**src/rtl/dmem_mmio.sv**
```systemverilog
// rtl/dmem_mmio.sv - data-side RAM plus keypad FIFO, display and cycle-counter MMIO window
module dmem_mmio #(
    parameter int DEPTH_WORDS = 64,
    parameter int FIFO_DEPTH  = 4
) (
    input  logic        clk,
    input  logic        reset,
    input  logic [31:0] ALUResult,
    input  logic [31:0] WriteData,
    input  logic        MemWrite,
    input  logic        MemRead,
    output logic [31:0] ReadData,
    input  logic        key_valid,
    input  logic [3:0]  key_code,
    output logic [31:0] display_out,
    output logic        addr_err
);

    localparam int AW = $clog2(DEPTH_WORDS);
    localparam int PW = $clog2(FIFO_DEPTH);
    localparam int CW = PW + 1;

    logic [31:0] ram [DEPTH_WORDS];
    logic [3:0]  fifo_mem [FIFO_DEPTH];

    logic [PW-1:0] rd_ptr_q, rd_ptr_d;
    logic [PW-1:0] wr_ptr_q, wr_ptr_d;
    logic [CW-1:0] count_q, count_d;
    logic          ovf_q, ovf_d;
    logic [31:0]   display_q, display_d;
    logic [31:0]   cycles_q, cycles_d;
    logic          addr_err_q, addr_err_d;

    logic [29:0]   waddr;
    logic [AW-1:0] ram_idx;
    logic          sel_ram, sel_kdata, sel_kstat, sel_disp, sel_cyc, sel_mapped;
    logic          access, pop_req, pop_ok, push_ok, fifo_empty, fifo_full;
    logic [31:0]   count_ext;
    logic [2:0]    cnt_field;
    logic          unused_ok;

    assign unused_ok = &{1'b0, ALUResult[1:0]};

    assign waddr      = ALUResult[31:2];
    assign ram_idx    = ALUResult[AW+1:2];
    assign sel_ram    = (ALUResult[31:8] == 24'h0);
    assign sel_kdata  = (waddr == 30'h40);
    assign sel_kstat  = (waddr == 30'h41);
    assign sel_disp   = (waddr == 30'h42);
    assign sel_cyc    = (waddr == 30'h43);
    assign sel_mapped = sel_ram | sel_kdata | sel_kstat | sel_disp | sel_cyc;

    // Non-memory instructions also drive ALUResult, so every side effect needs a strobe.
    assign access     = MemWrite | MemRead;
    assign pop_req    = MemRead & ~MemWrite & sel_kdata;
    assign fifo_empty = (count_q == '0);
    assign fifo_full  = (count_q == CW'(FIFO_DEPTH));
    assign pop_ok     = pop_req & ~fifo_empty;
    assign push_ok    = key_valid & (~fifo_full | pop_ok);

    assign count_ext  = 32'(count_q);
    assign cnt_field  = (count_ext > 32'd7) ? 3'd7 : count_ext[2:0];

    always_comb begin
        ReadData = 32'h0;
        if (sel_ram) begin
            ReadData = ram[ram_idx];
        end else if (sel_kdata) begin
            ReadData = fifo_empty ? 32'h0 : {28'h0, fifo_mem[rd_ptr_q]};
        end else if (sel_kstat) begin
            ReadData = {27'h0, ovf_q, cnt_field, ~fifo_empty};
        end else if (sel_disp) begin
            ReadData = display_q;
        end else if (sel_cyc) begin
            ReadData = cycles_q;
        end
    end

    always_comb begin
        rd_ptr_d   = rd_ptr_q;
        wr_ptr_d   = wr_ptr_q;
        count_d    = count_q;
        ovf_d      = ovf_q;
        display_d  = display_q;
        cycles_d   = cycles_q + 32'd1;
        addr_err_d = access & ~sel_mapped;

        if (pop_ok) begin
            rd_ptr_d = rd_ptr_q + PW'(1);
        end
        if (push_ok) begin
            wr_ptr_d = wr_ptr_q + PW'(1);
        end
        case ({push_ok, pop_ok})
            2'b10:   count_d = count_q + CW'(1);
            2'b01:   count_d = count_q - CW'(1);
            default: count_d = count_q;
        endcase

        if (MemWrite) begin
            if (sel_kstat && WriteData[4]) begin
                ovf_d = 1'b0;
            end
            if (sel_disp) begin
                display_d = WriteData;
            end
            if (sel_cyc) begin
                cycles_d = 32'h0;
            end
        end
        // A fresh drop in the same cycle as a clear leaves the sticky bit set.
        if (key_valid && fifo_full && !pop_ok) begin
            ovf_d = 1'b1;
        end
    end

    always_ff @(posedge clk or negedge reset) begin
        if (!reset) begin
            rd_ptr_q   <= '0;
            wr_ptr_q   <= '0;
            count_q    <= '0;
            ovf_q      <= 1'b0;
            display_q  <= 32'h0;
            cycles_q   <= 32'h0;
            addr_err_q <= 1'b0;
        end else begin
            rd_ptr_q   <= rd_ptr_d;
            wr_ptr_q   <= wr_ptr_d;
            count_q    <= count_d;
            ovf_q      <= ovf_d;
            display_q  <= display_d;
            cycles_q   <= cycles_d;
            addr_err_q <= addr_err_d;
        end
    end

    always_ff @(posedge clk) begin
        if (MemWrite && sel_ram) begin
            ram[ram_idx] <= WriteData;
        end
        if (push_ok) begin
            fifo_mem[wr_ptr_q] <= key_code;
        end
    end

    assign display_out = display_q;
    assign addr_err    = addr_err_q;

endmodule

```
**config.mk**
```make
export PLATFORM = sky130hd
export DESIGN_NAME = dmem_mmio
export DESIGN_NICKNAME = d
export VERILOG_FILES = /design/src/rtl/dmem_mmio.sv
export SDC_FILE = /design/constraint.sdc
export NUM_CORES = 2
export LEC_CHECK = 0
export CORE_MARGIN = 8
export CORE_UTILIZATION = 63
export CTS_CLUSTER_DIAMETER = 30
export CTS_CLUSTER_SIZE = 14
export DETAILED_ROUTE_END_ITERATION = 8
export DONT_BUFFER_PORTS = 1
export GPL_ROUTABILITY_DRIVEN = 1
export PLACE_DENSITY = 0.84
export SLEW_MARGIN = 40
export SYNTH_ARGS = -nofsm -noshare
export SYNTH_HDL_FRONTEND = slang
export SYNTH_SLANG_ARGS = --single-unit
```
**constraint.sdc**
```tcl
create_clock -name clk -period 3.4 [get_ports clk]
set_clock_uncertainty 0.05 [all_clocks]
set_input_delay 0.51 -clock clk [delete_from_list [all_inputs] [get_ports clk]]
set_output_delay 0.51 -clock clk [all_outputs]
set_load 0.1 [all_outputs]
```
==> impl_results.md, run 1 <==
- Post-synth EDFFs: 2064
- Clock Tree Root: clkbuf_16
- Cell with the most instances after synthesis: edfxtp_1
- CTS sink cnt: 2137
- Async set or reset register ratio after synthesis: 3.42%
- Cell Area, Synth: 0.0837 mm2
- Clock buffer depth: 4
- Post-DP HPWL: 154000 um
- Failing step: 5_1_grt
- Synth area leaders: edfxtp_1, mux2i_1, mux4_2
- Largest net degree at the start of global routing: 507
- Synth Area per Inst: 17.7 um2
- Most used DFF post-synth: edfxtp_1
- Placed cell areas: 0.0907 mm2
- Post-synth top area cell: edfxtp_1
- Total number of yosys warnings: 0
- PortBufs: 0
- Initial Util: 63.6%
- Unique masters post-synth: 77
- Status: did not finish
- GP Congestion: 0.941
- WEP type: top-level output
- H-tree levels: 5
- Site Rows: 133
- I/O pin total: 138
- Error msg: [ERROR GRT-0232] Routing congestion too high. Check the congestion heatmap in the GUI.
- Worst Endpoint after GRT Repair: ReadData[26]
- Seq cells post-synth: 2137
- Net count after synthesis: 4801
- Most frequent cells after synthesis: edfxtp_1, mux2i_1, nor2_1
- Gr ovfl total: 10
- Die width: 381 um
- Post-Synthesis Cells: 4722
- Die height: 381 um
- Number of buffers created by CTS: 334
- Yosys top cell area share: 74.0%
- Sequential-to-total area share from yosys stat: 76.2%
- Global-route usage over all layers: 71.6%
-- through the flow --
| stage | util, % | setup TNS (ps) | hold WS (ps) | cells | worst slack [ps] |
|---|---|---|---|---|---|
| floorplan | - | -60000 | 164 | 4722 | -663 |
| global placement | 68.9 | -6160 | 168 | 6677 | -870 |
| detailed placement | 68.9 | -7550 | 168 | 6677 | -931 |
| CTS | 79.5 | -10750 | 26.9 | 7341 | -612 |
-- kinds of logic after synthesis --
| family | Yosys count | synth area share [%] |
|---|---|---|
| xor+xnor | 29 | 0.303 |
| buf+inv | 339 | 2.15 |
| compound gates | 1026 | 8.56 |
| mux | 631 | 9.80 |
| fa+ha+maj | 6 | 0.0986 |
| simple gates | 554 | 2.89 |
| flops | 2137 | 76.2 |
-- metal layers --
metal / GRT overflow / track usage (%)
met1: 2 / 67.6
met2: 2 / 82.2
met3: 0 / 68.4
met4: 6 / 67.5
met5: 0 / 50.8
-- timing repair --
action	CTS
pin swaps	70
endpoints found under the setup margin	32
endpoints found under the hold margin	2193
hold buffers	74
gates resized for setup	230
setup buffers	6
==> inputs of run 2 (changes only) <==
CORE_UTILIZATION = 40   (was 63)
CTS_CLUSTER_DIAMETER = unset   (was 30)
CTS_CLUSTER_SIZE = unset   (was 14)
PLACE_DENSITY = unset   (was 0.84)
PLACE_DENSITY_LB_ADDON = 0.15   (was unset)
==> impl_results.md, run 2 <==
- Status: finished, violations left
- Failing checks: setup timing
- Hold_ws: 56.4 ps
- Clock Tree Root: clkbuf_16
- Family with the most delay on the worst path: buffers and inverters
- CP required: 2840 ps
- Die height: 474 um
- DIE AREA: 0.224 mm2
- Gr ovfl total: 0
- GP Congestion: 0.879
- Pre-CTS WS: -878 ps
- Total number of yosys warnings: 0
- Core Util, Final: 50.7%
- Vias in the first global route: 49100
- Drt first pass iters: 5
- Clock latency on the worst-skew pair: 860 ps
- VDD IR max: 0.593 mV
- RSZ-0062 raised after global routing: yes
- Drt initial violations: 8397
- Top reg by flops: ram
- Hold Crit Class: primary input to register
- Clock transition at path regs: 60 ps
- Final WL: 330000 um
- Largest net degree at the start of global routing: 508
- Comb power frac: 8.3%
- Worst setup margin: -518 ps
- Die width: 474 um
- Cell Area, Synth: 0.0837 mm2
- FILL cells: 17100
- NetSw: 13.2 mW
- I/O pin total: 138
- Final antenna-violating net count: 0
- Internal power: 43.3 mW
- Async set or reset register ratio after synthesis: 3.42%
- Seq cells post-synth: 2137
- Post-DP HPWL: 184000 um
- Largest register FFs: 2048
- Maximum clock rate: 255 MHz
- Cell with the most instances after synthesis: edfxtp_1
- H-tree levels: 4
- Slowest CP cell: nor4bb_4
- # nets final: 5586
- Synth Area per Inst: 17.7 um2
- Synth area leaders: edfxtp_1, mux2i_1, mux4_2
- Layout cells sized above 1: 31.7%
- PwrDens: 533 mW/mm2
- First-pass GRT wire length: 417000 um
- Global-route usage over all layers: 26.5%
- Post-synth top area cell: edfxtp_1
- Endpoints failing setup: 32
- Yosys top cell area share: 74.0%
- CTS tree: done
- CORE AREA: 0.209 mm2
- Crit-path cells: buf_16, buf_16, buf_12, and2_4, buf_12, buf_16, a221oi_4, nor2_2, o21ai_2, buf_4, o221ai_2, nor4bb_4, buf_4, o22ai_2, buf_12
- Clock buffer depth: 3
- WP buf/inv: 8
- Part of the power in registers: 51.3%
- Final Max Tran Viols: 0
- Sequential-to-total area share from yosys stat: 76.2%
- Slowest stage delay, CP: 620 ps
- Post-Synthesis Cells: 4722
- CP max FO: 11
- Crit path launch type: primary input
- CTS sink cnt: 2137
- Most common cell after layout, fill and taps aside: edfxtp_1
- Unique masters post-synth: 77
- Relative slew slack: 42.0%
- PortBufs: 0
- DRC: 0
- Sw frac: 23.4%
- Clk pwr share: 40.4%
- Worst-Margin Slew: 871 ps
- Post-DR vias/cell: 6.24
- Type of the worst setup path: primary input to primary output
- Crit end category: primary output
- Net count after synthesis: 4801
- Wire per inst: 38.9 um
- Pleak: 35.5 nW
- Area Overhead vs Synth: 26.6%
- Commonest cells after routing, fill and taps aside: edfxtp_1, buf_4, mux2i_1
- Initial Util: 40.1%
- Final hold vios: 0
- Max-cap violations: 0
- Number of buffers created by CTS: 215
- Post-synth EDFFs: 2064
- Worst EP arrival: 3360 ps
- Most frequent cells after synthesis: edfxtp_1, mux2i_1, nor2_1
- Via count: 53100
- Minimum clock period after layout: 3920 ps
- Site Rows: 168
- Final period util: 115%
- Most used DFF post-synth: edfxtp_1
- Antenna violations before repair: 13
-- run 2: what timing repair did --
| item | in CTS | in global routing |
|---|---|---|
| pin swaps | 67 | 85 |
| setup buffers | 11 | 76 |
| setup endpoints to repair | 32 | 53 |
| resized for setup | 211 | 193 |
| hold endpoints to repair | 2194 | 0 |
| gates cloned | 2 | 51 |
| hold buffers | 74 | 0 |
-- run 2: cells by family (layout without fill, tap and decap cells) --
family	count (synthesis)	count (layout)	share of synthesized area [%]
adders and majority gates	6	6	0.0986
buffers and inverters	339	1302	2.15
muxes	631	631	9.80
xor gates and xnor gates	29	29	0.303
DFF	2137	2137	76.2
AOI/OAI and AO/OA	1026	1026	8.56
other	0	8	0
and+or+nand+nor	554	555	2.89
-- run 2: routing by layer --
metal,track usage (%),wire (um),vias to the layer above
li1,-,-,20900
met1,37.0,131000,28200
met2,42.2,152000,3423
met3,6.25,36700,534
met4,7.00,10500,2
met5,0,12,-
-- run 2: worst paths after layout --
kind,endpoint,cells past startpoint,from,slack [ps]
max in group asynchronous,cycles_q[23],2,reset,2800
worst min register to register,count_q[2],1,count_q[2],480
min in group asynchronous,rd_ptr_q[1],2,reset,140
worst max register to register,count_q[2],9,count_q[0],760
worst min-delay path,cycles_q[0],3,MemWrite,60
worst max-delay path,ReadData[15],15,ALUResult[4],-520
-- run 2: area by class of cell --
| class | count | area, um2 | share of cell area, % |
|---|---|---|---|
| repair buffers | 890 | 11300 | 10.7 |
| clock buffers | 270 | 5700 | 5.38 |
| diodes | 8 | 20.0 | 0.0189 |
| well taps | 2805 | 3510 | 3.31 |
| inverters | 16 | 73.8 | 0.0696 |
| flip-flops and latches | 2137 | 63800 | 60.2 |
| multi-input cells | 2247 | 20600 | 19.5 |
| clock inverters | 126 | 911 | 0.859 |
-- run 2: metrics by stage --
step | TNS [ps] | power (mW) | instances | cell area (um2)
2_1_floorplan | -60000 | 31.1 | 4722 | 84100
3_3_place_gp | -14830 | 32.3 | 7883 | 94000
3_5_place_dp | -15430 | 32.3 | 7883 | 94000
4_1_cts | -9680 | 55.7 | 8361 | 103000
5_1_grt | -10760 | 57.7 | 8494 | 106000
6_report | -9260 | 56.5 | 8499 | 106000
-- run 2: power by group through the flow --
| stage | clock [mW] | combinational (mW) | sequential [mW] |
|---|---|---|---|
| after floorplan | 0 | 1.60 | 29.5 |
| after global placement | 0 | 2.82 | 29.5 |
| after detailed placement | 0 | 2.82 | 29.5 |
| after CTS | 23.0 | 3.67 | 29.0 |
| after global routing | 23.9 | 4.78 | 29.0 |
| final | 22.8 | 4.68 | 29.0 |
-- run 2: worst register-to-register path: cells and delay by family, from the launching register on --
| kind | cells | cell delay (ps) |
|---|---|---|
| AOI/OAI and AO/OA | 1 | 70 |
| and+or+nand+nor | 6 | 1410 |
| DFF | 1 | 420 |
| buffers and inverters | 1 | 150 |
| adders and majority gates | 1 | 420 |
(Power assumes the default switching activity.)
